==> src/rtl/redmule_pkg.sv <==
// Shared types and helpers for the MX slot queue: the config word and the
// modulo-depth pointer increment used by the per-channel FIFOs.
package redmule_pkg;

  localparam int MX_MAX_REUSE = 4;
  localparam int MX_RW        = $clog2(MX_MAX_REUSE + 1);

  typedef struct packed {
    logic             split;
    logic [MX_RW-1:0] reuse;
  } mx_slot_cfg_t;

  function automatic int ptr_inc(input int ptr, input int depth);
    return (ptr >= depth - 1) ? 0 : ptr + 1;
  endfunction

endpackage

==> src/rtl/redmule_mx_chan_queue.sv <==
// One MX channel: mantissa slot FIFO, shared-exponent FIFO, reuse counter
// and the three handshakes. All outputs are functions of registered state.
module redmule_mx_chan_queue
  import redmule_pkg::*;
#(
  parameter int SLOT_W     = 256,
  parameter int SPB        = 2,
  parameter int EXP_W      = 32,
  parameter int SLOT_DEPTH = 4,
  parameter int EXP_DEPTH  = 6,
  parameter int DCW        = $clog2(SLOT_DEPTH + 1),
  parameter int ECW        = $clog2(EXP_DEPTH + 1)
) (
  input  logic                  clk,
  input  logic                  rst,
  input  logic                  clear,
  input  logic                  split,
  input  logic [MX_RW-1:0]      reuse,
  input  logic                  beat_valid,
  output logic                  beat_ready,
  input  logic [SPB*SLOT_W-1:0] beat_data,
  input  logic                  exp_valid,
  output logic                  exp_ready,
  input  logic [EXP_W-1:0]      exp_data,
  output logic                  slot_valid,
  input  logic                  slot_ready,
  output logic [SLOT_W-1:0]     slot_data,
  output logic [EXP_W-1:0]      slot_exp,
  output logic                  slot_last,
  output logic [DCW-1:0]        data_count,
  output logic [ECW-1:0]        exp_count,
  output logic                  idle
);

  localparam int SPW = $clog2(SLOT_DEPTH);
  localparam int EPW = (EXP_DEPTH > 1) ? $clog2(EXP_DEPTH) : 1;

  logic [SLOT_W-1:0] d_mem [SLOT_DEPTH];
  logic [EXP_W-1:0]  e_mem [EXP_DEPTH];

  logic [SPW-1:0]   d_head_q, d_tail_q;
  logic [EPW-1:0]   e_head_q, e_tail_q;
  logic [DCW-1:0]   d_cnt_q;
  logic [ECW-1:0]   e_cnt_q;
  logic [MX_RW-1:0] rcnt_q;

  logic [DCW-1:0] spb_eff;
  logic [SPW-1:0] wr_idx [SPB+1];
  logic           push_b, push_e, pop, pop_e;

  // Slot k of a beat lands at tail+k; tail+k never reaches 2*SLOT_DEPTH.
  always_comb begin
    for (int k = 0; k <= SPB; k++) begin
      if (int'(d_tail_q) + k >= SLOT_DEPTH) wr_idx[k] = SPW'(int'(d_tail_q) + k - SLOT_DEPTH);
      else                                  wr_idx[k] = SPW'(int'(d_tail_q) + k);
    end
  end

  assign spb_eff    = split ? DCW'(SPB) : DCW'(1);
  assign beat_ready = int'(d_cnt_q) <= SLOT_DEPTH - int'(spb_eff);
  assign exp_ready  = (int'(e_cnt_q) < EXP_DEPTH) && (int'(e_cnt_q) <= int'(d_cnt_q));
  assign slot_valid = (d_cnt_q != '0) && (e_cnt_q != '0);
  assign slot_last  = (rcnt_q == reuse - 1'b1);
  assign slot_data  = (d_cnt_q != '0) ? d_mem[d_head_q] : '0;
  assign slot_exp   = (e_cnt_q != '0) ? e_mem[e_head_q] : '0;
  assign data_count = d_cnt_q;
  assign exp_count  = e_cnt_q;
  assign idle       = (d_cnt_q == '0) && (e_cnt_q == '0) && (rcnt_q == '0);

  assign push_b = beat_valid && beat_ready;
  assign push_e = exp_valid && exp_ready;
  assign pop    = slot_valid && slot_ready;
  assign pop_e  = pop && slot_last;

  always_ff @(posedge clk) begin
    if (rst || clear) begin
      d_head_q <= '0;
      d_tail_q <= '0;
      e_head_q <= '0;
      e_tail_q <= '0;
      d_cnt_q  <= '0;
      e_cnt_q  <= '0;
      rcnt_q   <= '0;
    end else begin
      if (push_b) d_tail_q <= split ? wr_idx[SPB] : wr_idx[1];
      if (pop)    d_head_q <= SPW'(ptr_inc(int'(d_head_q), SLOT_DEPTH));
      if (push_e) e_tail_q <= EPW'(ptr_inc(int'(e_tail_q), EXP_DEPTH));
      if (pop_e)  e_head_q <= EPW'(ptr_inc(int'(e_head_q), EXP_DEPTH));
      if (pop)    rcnt_q   <= slot_last ? '0 : rcnt_q + 1'b1;
      d_cnt_q <= d_cnt_q + (push_b ? spb_eff : '0) - DCW'(pop);
      e_cnt_q <= e_cnt_q + ECW'(push_e) - ECW'(pop_e);
    end
  end

  // Storage is never reset; occupancy alone decides what is valid.
  always_ff @(posedge clk) begin
    if (push_b && !rst && !clear) begin
      for (int k = 0; k < SPB; k++) begin
        if (k == 0 || split) d_mem[wr_idx[k]] <= beat_data[k*SLOT_W +: SLOT_W];
      end
    end
    if (push_e && !rst && !clear) e_mem[e_tail_q] <= exp_data;
  end

endmodule

==> src/rtl/redmule_mx_slot_queue.sv <==
// MX slot queue top: NUM_CH independent channel queues sharing one config
// register {split, reuse} that only reloads while every channel is idle.
module redmule_mx_slot_queue
  import redmule_pkg::*;
#(
  parameter int NUM_CH         = 2,
  parameter int SLOT_W         = 256,
  parameter int SLOTS_PER_BEAT = 2,
  parameter int EXP_W          = 32,
  parameter int SLOT_DEPTH     = 4,
  parameter int EXP_DEPTH      = 6,
  parameter int MAX_REUSE      = 4,
  localparam int BEAT_W = SLOT_W * SLOTS_PER_BEAT,
  localparam int RW     = $clog2(MAX_REUSE + 1),
  localparam int DCW    = $clog2(SLOT_DEPTH + 1),
  localparam int ECW    = $clog2(EXP_DEPTH + 1)
) (
  input  logic                    clk_i,
  input  logic                    rst_i,
  input  logic                    clear_i,
  input  logic                    split_en_i,
  input  logic [RW-1:0]           reuse_i,
  input  logic [NUM_CH-1:0]       beat_valid_i,
  output logic [NUM_CH-1:0]       beat_ready_o,
  input  logic [NUM_CH*BEAT_W-1:0] beat_data_i,
  input  logic [NUM_CH-1:0]       exp_valid_i,
  output logic [NUM_CH-1:0]       exp_ready_o,
  input  logic [NUM_CH*EXP_W-1:0] exp_data_i,
  output logic [NUM_CH-1:0]       slot_valid_o,
  input  logic [NUM_CH-1:0]       slot_ready_i,
  output logic [NUM_CH*SLOT_W-1:0] slot_data_o,
  output logic [NUM_CH*EXP_W-1:0] slot_exp_o,
  output logic [NUM_CH-1:0]       slot_last_o,
  output logic [NUM_CH*DCW-1:0]   data_count_o,
  output logic [NUM_CH*ECW-1:0]   exp_count_o
);

  if ((SLOT_DEPTH % SLOTS_PER_BEAT) != 0 || SLOT_DEPTH < 2 * SLOTS_PER_BEAT) begin : g_depth_chk
    $fatal(1, "SLOT_DEPTH must be a multiple of SLOTS_PER_BEAT and at least twice it");
  end
  if (RW > MX_RW) begin : g_reuse_chk
    $fatal(1, "MAX_REUSE exceeds the reuse width of mx_slot_cfg_t");
  end

  mx_slot_cfg_t      cfg_q;
  logic [MX_RW-1:0]  reuse_ext, reuse_eff;
  logic [NUM_CH-1:0] ch_idle;

  assign reuse_ext = MX_RW'(reuse_i);

  always_comb begin
    reuse_eff = reuse_ext;
    if (reuse_ext == '0)                      reuse_eff = MX_RW'(1);
    else if (int'(reuse_ext) > MAX_REUSE)     reuse_eff = MX_RW'(MAX_REUSE);
  end

  always_ff @(posedge clk_i) begin
    if (rst_i) begin
      cfg_q.split <= 1'b0;
      cfg_q.reuse <= MX_RW'(1);
    end else if (&ch_idle) begin
      cfg_q.split <= split_en_i;
      cfg_q.reuse <= reuse_eff;
    end
  end

  for (genvar c = 0; c < NUM_CH; c++) begin : g_ch
    redmule_mx_chan_queue #(
      .SLOT_W     (SLOT_W),
      .SPB        (SLOTS_PER_BEAT),
      .EXP_W      (EXP_W),
      .SLOT_DEPTH (SLOT_DEPTH),
      .EXP_DEPTH  (EXP_DEPTH),
      .DCW        (DCW),
      .ECW        (ECW)
    ) u_chan (
      .clk        (clk_i),
      .rst        (rst_i),
      .clear      (clear_i),
      .split      (cfg_q.split),
      .reuse      (cfg_q.reuse),
      .beat_valid (beat_valid_i[c]),
      .beat_ready (beat_ready_o[c]),
      .beat_data  (beat_data_i[c*BEAT_W +: BEAT_W]),
      .exp_valid  (exp_valid_i[c]),
      .exp_ready  (exp_ready_o[c]),
      .exp_data   (exp_data_i[c*EXP_W +: EXP_W]),
      .slot_valid (slot_valid_o[c]),
      .slot_ready (slot_ready_i[c]),
      .slot_data  (slot_data_o[c*SLOT_W +: SLOT_W]),
      .slot_exp   (slot_exp_o[c*EXP_W +: EXP_W]),
      .slot_last  (slot_last_o[c]),
      .data_count (data_count_o[c*DCW +: DCW]),
      .exp_count  (exp_count_o[c*ECW +: ECW]),
      .idle       (ch_idle[c])
    );
  end

endmodule

==> config.mk <==
export PLATFORM = sky130hd
export DESIGN_NAME = redmule_mx_slot_queue
export DESIGN_NICKNAME = d
export VERILOG_FILES = /design/src/rtl/redmule_pkg.sv /design/src/rtl/redmule_mx_chan_queue.sv /design/src/rtl/redmule_mx_slot_queue.sv
export SDC_FILE = /design/constraint.sdc
export NUM_CORES = 2
export LEC_CHECK = 0
export BUFFER_PORTS_ARGS = -buffer_cell sky130_fd_sc_hd__buf_2
export CAP_MARGIN = 15
export CORE_AREA = 2 2 660 662
export CTS_CLUSTER_DIAMETER = 30
export DETAILED_ROUTE_END_ITERATION = 8
export DIE_AREA = 0 0 662 664
export GPL_ROUTABILITY_DRIVEN = 0
export PLACE_DENSITY = 0.45
export SLEW_MARGIN = 5
export SYNTH_ARGS = -nofsm -noshare
export SYNTH_HDL_FRONTEND = slang
export SYNTH_SLANG_ARGS = --single-unit
==> constraint.sdc <==
create_clock -name clk_i -period 11.7 [get_ports clk_i]
set_input_delay 0.585 -clock clk_i [delete_from_list [all_inputs] [get_ports clk_i]]
set_output_delay 0.585 -clock clk_i [all_outputs]
set_load 0.01 [all_outputs]
# Yosys cells after proc, flatten, opt, wreduce, memory -nomap -nowiden
# Memory sizes are Yosys's and may differ from the RTL's. A register that Yosys moved wholly into a read port is not among the register bits.
# Index checks and enable logic that the tools add are counted.
[op_classes]
add_sub_neg = 28
magnitude_cmp = 19
n_eq_ne = 2
muxes = 46
reduce_logical = 39
[ops]
columns = ["op", "count"]
rows = [
  ["256-bit two-way mux", 2],
  ["32-bit two-way mux", 2],
  ["3-bit two-way mux", 13],
  ["2-bit two-way mux", 16],
  ["3-bit greater-or-equal comparator, second input constant", 8],
  ["1-bit logical AND", 24],
  ["3-bit zero test", 7],
  ["3-bit by 1-bit adder with 3-bit output, second input constant", 6],
  ["1-bit two-way mux", 13],
  ["3-bit nonzero test", 4],
  ["2-bit by 1-bit subtractor with 2-bit output, second input constant", 6],
  ["3-bit by 1-bit subtractor with 3-bit output", 4],
  ["4-bit <= comparator", 2],
  ["2-bit by 1-bit adder with 3-bit output, second input constant", 2],
  ["2-bit by 2-bit adder with 3-bit output, second input constant", 2],
  ["3-bit by 1-bit adder with 3-bit output", 2],
  ["3-bit adder", 2],
  ["3-bit equality test", 2],
  ["2-bit by 3-bit greater-or-equal comparator with 1-bit output, second input constant", 2],
  ["3-bit <= comparator", 2],
  ["3-bit less-than comparator, second input constant", 2],
  ["2-bit by 1-bit adder with 2-bit output, second input constant", 2],
  ["2-bit greater-or-equal comparator, second input constant", 2],
  ["3-bit by 2-bit subtractor with 4-bit output, first input constant", 1],
  ["other kinds (5)", 6],
]
[totals]
regBits = 42
ram_bits = 2432
word_cells = 154
memories = 4
[mem_list]
columns = ["name", "words", "word_bits", "read_ports", "rd_ports_with_merged_regs", "wr", "line_no", "text"]
rows = [
  ["g_ch[0].u_chan.d_mem", 4, 256, 1, 1, 2, "redmule_mx_chan_queue.sv:38", "logic [SLOT_W-1:0] d_mem [SLOT_DEPTH];"],
  ["g_ch[1].u_chan.d_mem", 4, 256, 1, 1, 2, "redmule_mx_chan_queue.sv:38", ""],
  ["g_ch[0].u_chan.e_mem", 6, 32, 1, 1, 1, "redmule_mx_chan_queue.sv:39", "logic [EXP_W-1:0] e_mem [EXP_DEPTH];"],
  ["g_ch[1].u_chan.e_mem", 6, 32, 1, 1, 1, "redmule_mx_chan_queue.sv:39", ""],
]

# Logic depth before layout (Yosys ltp)
[logic_depth]
ltp_word = 8
depth_mapped = 13
ltp_nobuf = 12

# By module
# From an unflattened synthesis, not the netlist that was laid out.
[hier_totals]
cells_unflattened = 6566
area_unflattened_um2 = 125103.7
[modules_own_cells]
columns = ["mod", "n_inst", "cells_per_inst", "area_each_um2", "seq_area_each_um2"]
rows = [
  ["redmule_mx_chan_queue at g_ch[0].u_chan", 1, 3274, 63851.2, 36995.5],
  ["redmule_mx_chan_queue at g_ch[1].u_chan", 1, 3272, 61049.8, 36995.5],
  ["redmule_mx_slot_queue", 1, 20, 202.7, 80.1],
]

# Worst setup path after synthesis
# OpenSTA, ideal clock, no wires.
[synth_path]
path_kind = "reg2reg"
startpoint = "register, netlist name cfg_q[3]"
endpoint = "memory g_ch[1].u_chan.d_mem[2][0] (enable)"
t_arrival_ps = 6229
required_ps = 9740
setup_slack_ps = 3511
stages_incl_launch_ff = 12
synth_period_minus_slack_ps = 8189
cell_sequence = "dfxtp_1 buf_2 buf_2 inv_1 ha_1 nor3b_2 nor3b_2 buf_4 nand4_4 buf_4 buf_2 nand2_1"
[synth_rtl]
columns = ["item", "line_no"]
rows = [
  ["to (decl)", "redmule_mx_chan_queue.sv:38"],
]

==> results.py <==
metrics = {
    "power_and_ir_drop": {
        "seq_power_share": 0.316,
        "combPwrFrac": 0.114,
        "power_leakage_nw": 62.7,
        "power_density_nw_per_um2": 186,
        "power.share.switching": 0.256,
        "vdd_drop_max_v": 0.000146,
        "power.switching_w": 0.00824,
        "p_int_w": 0.0239,
        "clkPwrFrac": 0.570,
    },
    "logic_synthesis": {
        "netlist.area_leader.share": 0.609,
        "ys_seq_elements": 2484,
        "synth-edff-count": 2432,
        "syn_inst": 6564,
        "ys_async_sr_fraction": 0,
        "synthesis.nets": 7716,
        "syn_area_per_cell_sq_um": 18.3,
        "ys_seq_area_frac": 0.618,
        "synth_area_sq_um": 120000,
        "synth_ff_type": "edfxtp_1",
        "yosys.cell_types.count": 51,
        "synth_area_leader_cell": "edfxtp_1",
        "synth_area_leaders": "edfxtp_1, mux2_1, mux4_2",
        "yosysWarnings": 0,
    },
    "critical_path": {
        "worst_r2r_startpoint": "cfg_q[3]$_SDFFE_PP0P_",
        "reg2reg_setup_slack_ns": 5.22,
        "cp.required_ns": 12.48,
        "endpoint_kind": "register",
        "worstPathMaxFanout": 57,
        "crit_start": "cfg_q[3]$_SDFFE_PP0P_",
        "arrival_ns": 7.26,
        "crit_type": "register to register",
        "start_kind": "register",
    },
    "cts": {
        "clk_latency_ns": 1.04,
        "clock-sinks": 2484,
        "htreeDepth": 6,
        "path_clk_slew_ns": 0.04,
        "clockBufferDepth": 4,
        "cts_root_buf": "clkbuf_16",
        "cts_tree": "yes",
        "cts_made_buffers": 695,
    },
    "timing": {
        "slew_headroom": 0.202,
        "setup_viol": 0,
        "hold_violations": 0,
        "clock_skew_ns": 0.0836,
        "period_needed_ns": 6.48,
        "final.setup.tns_ns": 0,
        "fin_crit_sh": 0.554,
        "worstMarginPinSlew_ns": 1.20,
        "timing.final.ws_setup_ns": 5.22,
        "timing.fmax_ghz": 0.154,
        "hold_slack_ns": 0.215,
        "drv_slew": 0,
        "rsz0062_at_grt": "no",
    },
    "floorplan": {
        "core_region_area_sq_um": 433000,
        "fp.dieW_microns": 662,
        "placementRows": 242,
        "die_area_sq_um": 440000,
        "fp.dieH_microns": 664,
        "boundaryPins": 1697,
        "start_util": 0.277,
    },
    "drt": {
        "firstDrtPassIters": 5,
        "postRouteAntennaNets": 0,
        "wl_per_cell_microns": 29.3,
        "via_per_inst": 4.81,
        "wl_met2_microns": 241000,
        "dr_wl_met3_microns": 30600,
        "routed.top_layer": "met5",
        "num_vias": 80136,
        "drt-initial-drc-count": 5535,
        "wirelength_microns": 488000,
        "route.detailed.drc": 0,
        "drt-met1-wl_microns": 191000,
    },
    "place": {
        "dp_slack_ns": 5.55,
        "placed_cell_area_sq_um": 134000,
        "dpl.hpwl_microns": 325000,
        "io_buffer_count": 1696,
    },
    "global_routing": {
        "antenna_found_initial": 289,
        "groute.usage.overall": 0.215,
        "grt_pass1_wl_microns": 675000,
        "grt_max_degree": 121,
        "grt_pass1_vias": 86665,
        "overflow": 0,
    },
    "flow_run": {
        "drv_cap": 0,
    },
    "layout": {
        "final.fill_count": 39973,
        "drive_gt1_frac": 0.378,
        "fin_nets": 11377,
        "final_area_sq_um": 173000,
        "syn_to_final_growth_pct": 44.6,
        "final-seq-area_sq_um": 74100,
        "multi_input_area_sq_um": 42800,
    },
    "min_path": {
        "hp-class": "input pin to register",
        "hp-start": "exp_valid_i[0]",
    },
    "status": {
        "outcome": "completed",
    },
}
[layout make-up]
| class | instances | share of cell area |
|---|---|---|
| clock buffers | 842 | 0.104 |
| multi-input cells | 3586 | 0.247 |
| repair buffers | 3420 | 0.149 |
| clock inverters | 427 | 0.0291 |
| diodes | 126 | 0.00182 |
| well taps | 5734 | 0.0414 |
| inverters | 38 | 0.000823 |
| flip-flops and latches | 2484 | 0.428 |
[cells by family (layout without fill, tap and decap cells)]
kind of cell,after synthesis,in the layout,synth area share
xor gates and xnor gates,18,18,0.00155
buffers and inverters,494,4727,0.0260
and+or+nand+nor,717,717,0.0361
other,0,126,0
adders and majority gates,51,51,0.00558
muxes,2692,2692,0.306
DFF,2484,2484,0.618
AOI/OAI and AO/OA,108,108,0.00629
[per-layer routing]
layer / up-vias / global-route usage
li1: 34203 / -
met1: 41741 / 0.256
met2: 3033 / 0.366
met3: 1075 / 0.0515
met4: 84 / 0.101
met5: - / 0
[worst paths after layout]
kind                                        endpoint  depth (start not counted)
min reg2reg                                 register                          2
max reg2reg   g_ch[0].u_chan.d_mem[0][206]$_DFFE_PP_                         12
max           g_ch[0].u_chan.d_mem[0][206]$_DFFE_PP_                         12
min          g_ch[0].u_chan.e_tail_q[1]$_SDFFE_PP0N_                          4
[metrics by stage]
step / utilization / cells / total power, W
floorplan: - / 6564 / 0.0117
global route: 0.400 / 16619 / 0.0332
global placement: 0.309 / 13649 / 0.0134
finish: 0.401 / 16657 / 0.0322
CTS: 0.400 / 16531 / 0.0325
detailed placement: 0.309 / 13649 / 0.0135
[placed cells by master (no fill, tap or decap), drive strengths merged, types with 93 or more instances in the layout]
cell type	instances
clkinv	331
and2	518
buf	1807
clkbuf	842
nor2	93
diode	126
edfxtp	2432
mux2	2048
dlygate4sd3	1613
mux4	576
[state kept, by name, indices dropped and copies added (netlist names), 6 cells and up, named ones only]
register / flops
g_ch.u_chan.exp_count: 6
g_ch.u_chan.rcnt_q: 6
g_ch.u_chan.e_head_q: 6
g_ch.u_chan.data_count: 6
g_ch.u_chan.e_mem: 384
g_ch.u_chan.d_mem: 2048
g_ch.u_chan.e_tail_q: 6
[worst max-delay path, stage by stage (launching register included)]
cell	delay, ns
dfxtp_1	0.30
inv_1	0.21
ha_1	0.30
nor3b_2	0.27
nor3b_2	0.20
nand4_1	0.15
buf_4	0.46
buf_4	0.84
buf_4	0.69
buf_4	0.91
buf_4	0.74
mux2_2	0.40
dlygate4sd3_1	0.56
[cells in the mapped netlist (all sizes together) (11+ instances only)]
| master | instances |
|---|---|
| dfxtp | 52 |
| buf | 323 |
| inv | 36 |
| mux4 | 576 |
| a211oi | 68 |
| nand3 | 17 |
| mux2i | 68 |
| mux2 | 2048 |
| and2 | 518 |
| a21oi | 17 |
| ha | 47 |
| nand4 | 11 |
| nor3 | 14 |
| nand2 | 17 |
| nor2 | 93 |
| edfxtp | 2432 |
| clkbuf | 133 |
[power by group through the flow]
stage	registers, W	logic, W	clock network (W)
after global routing	0.0102	0.00389	0.0191
after global placement	0.0103	0.00316	0
after detailed placement	0.0103	0.00318	0
after CTS	0.0102	0.00373	0.0186
after floorplan	0.0103	0.00139	0
final	0.0102	0.00367	0.0183
[what timing repair did]
| item | 4_1_cts | 5_1_grt |
|---|---|---|
| setup buffers | 0 | 0 |
| endpoints found under the hold margin | 2447 | 0 |
| hold buffers | 1613 | 0 |
| gates resized for setup | 0 | 0 |
Note: power is estimated with default switching activity, not from simulation.
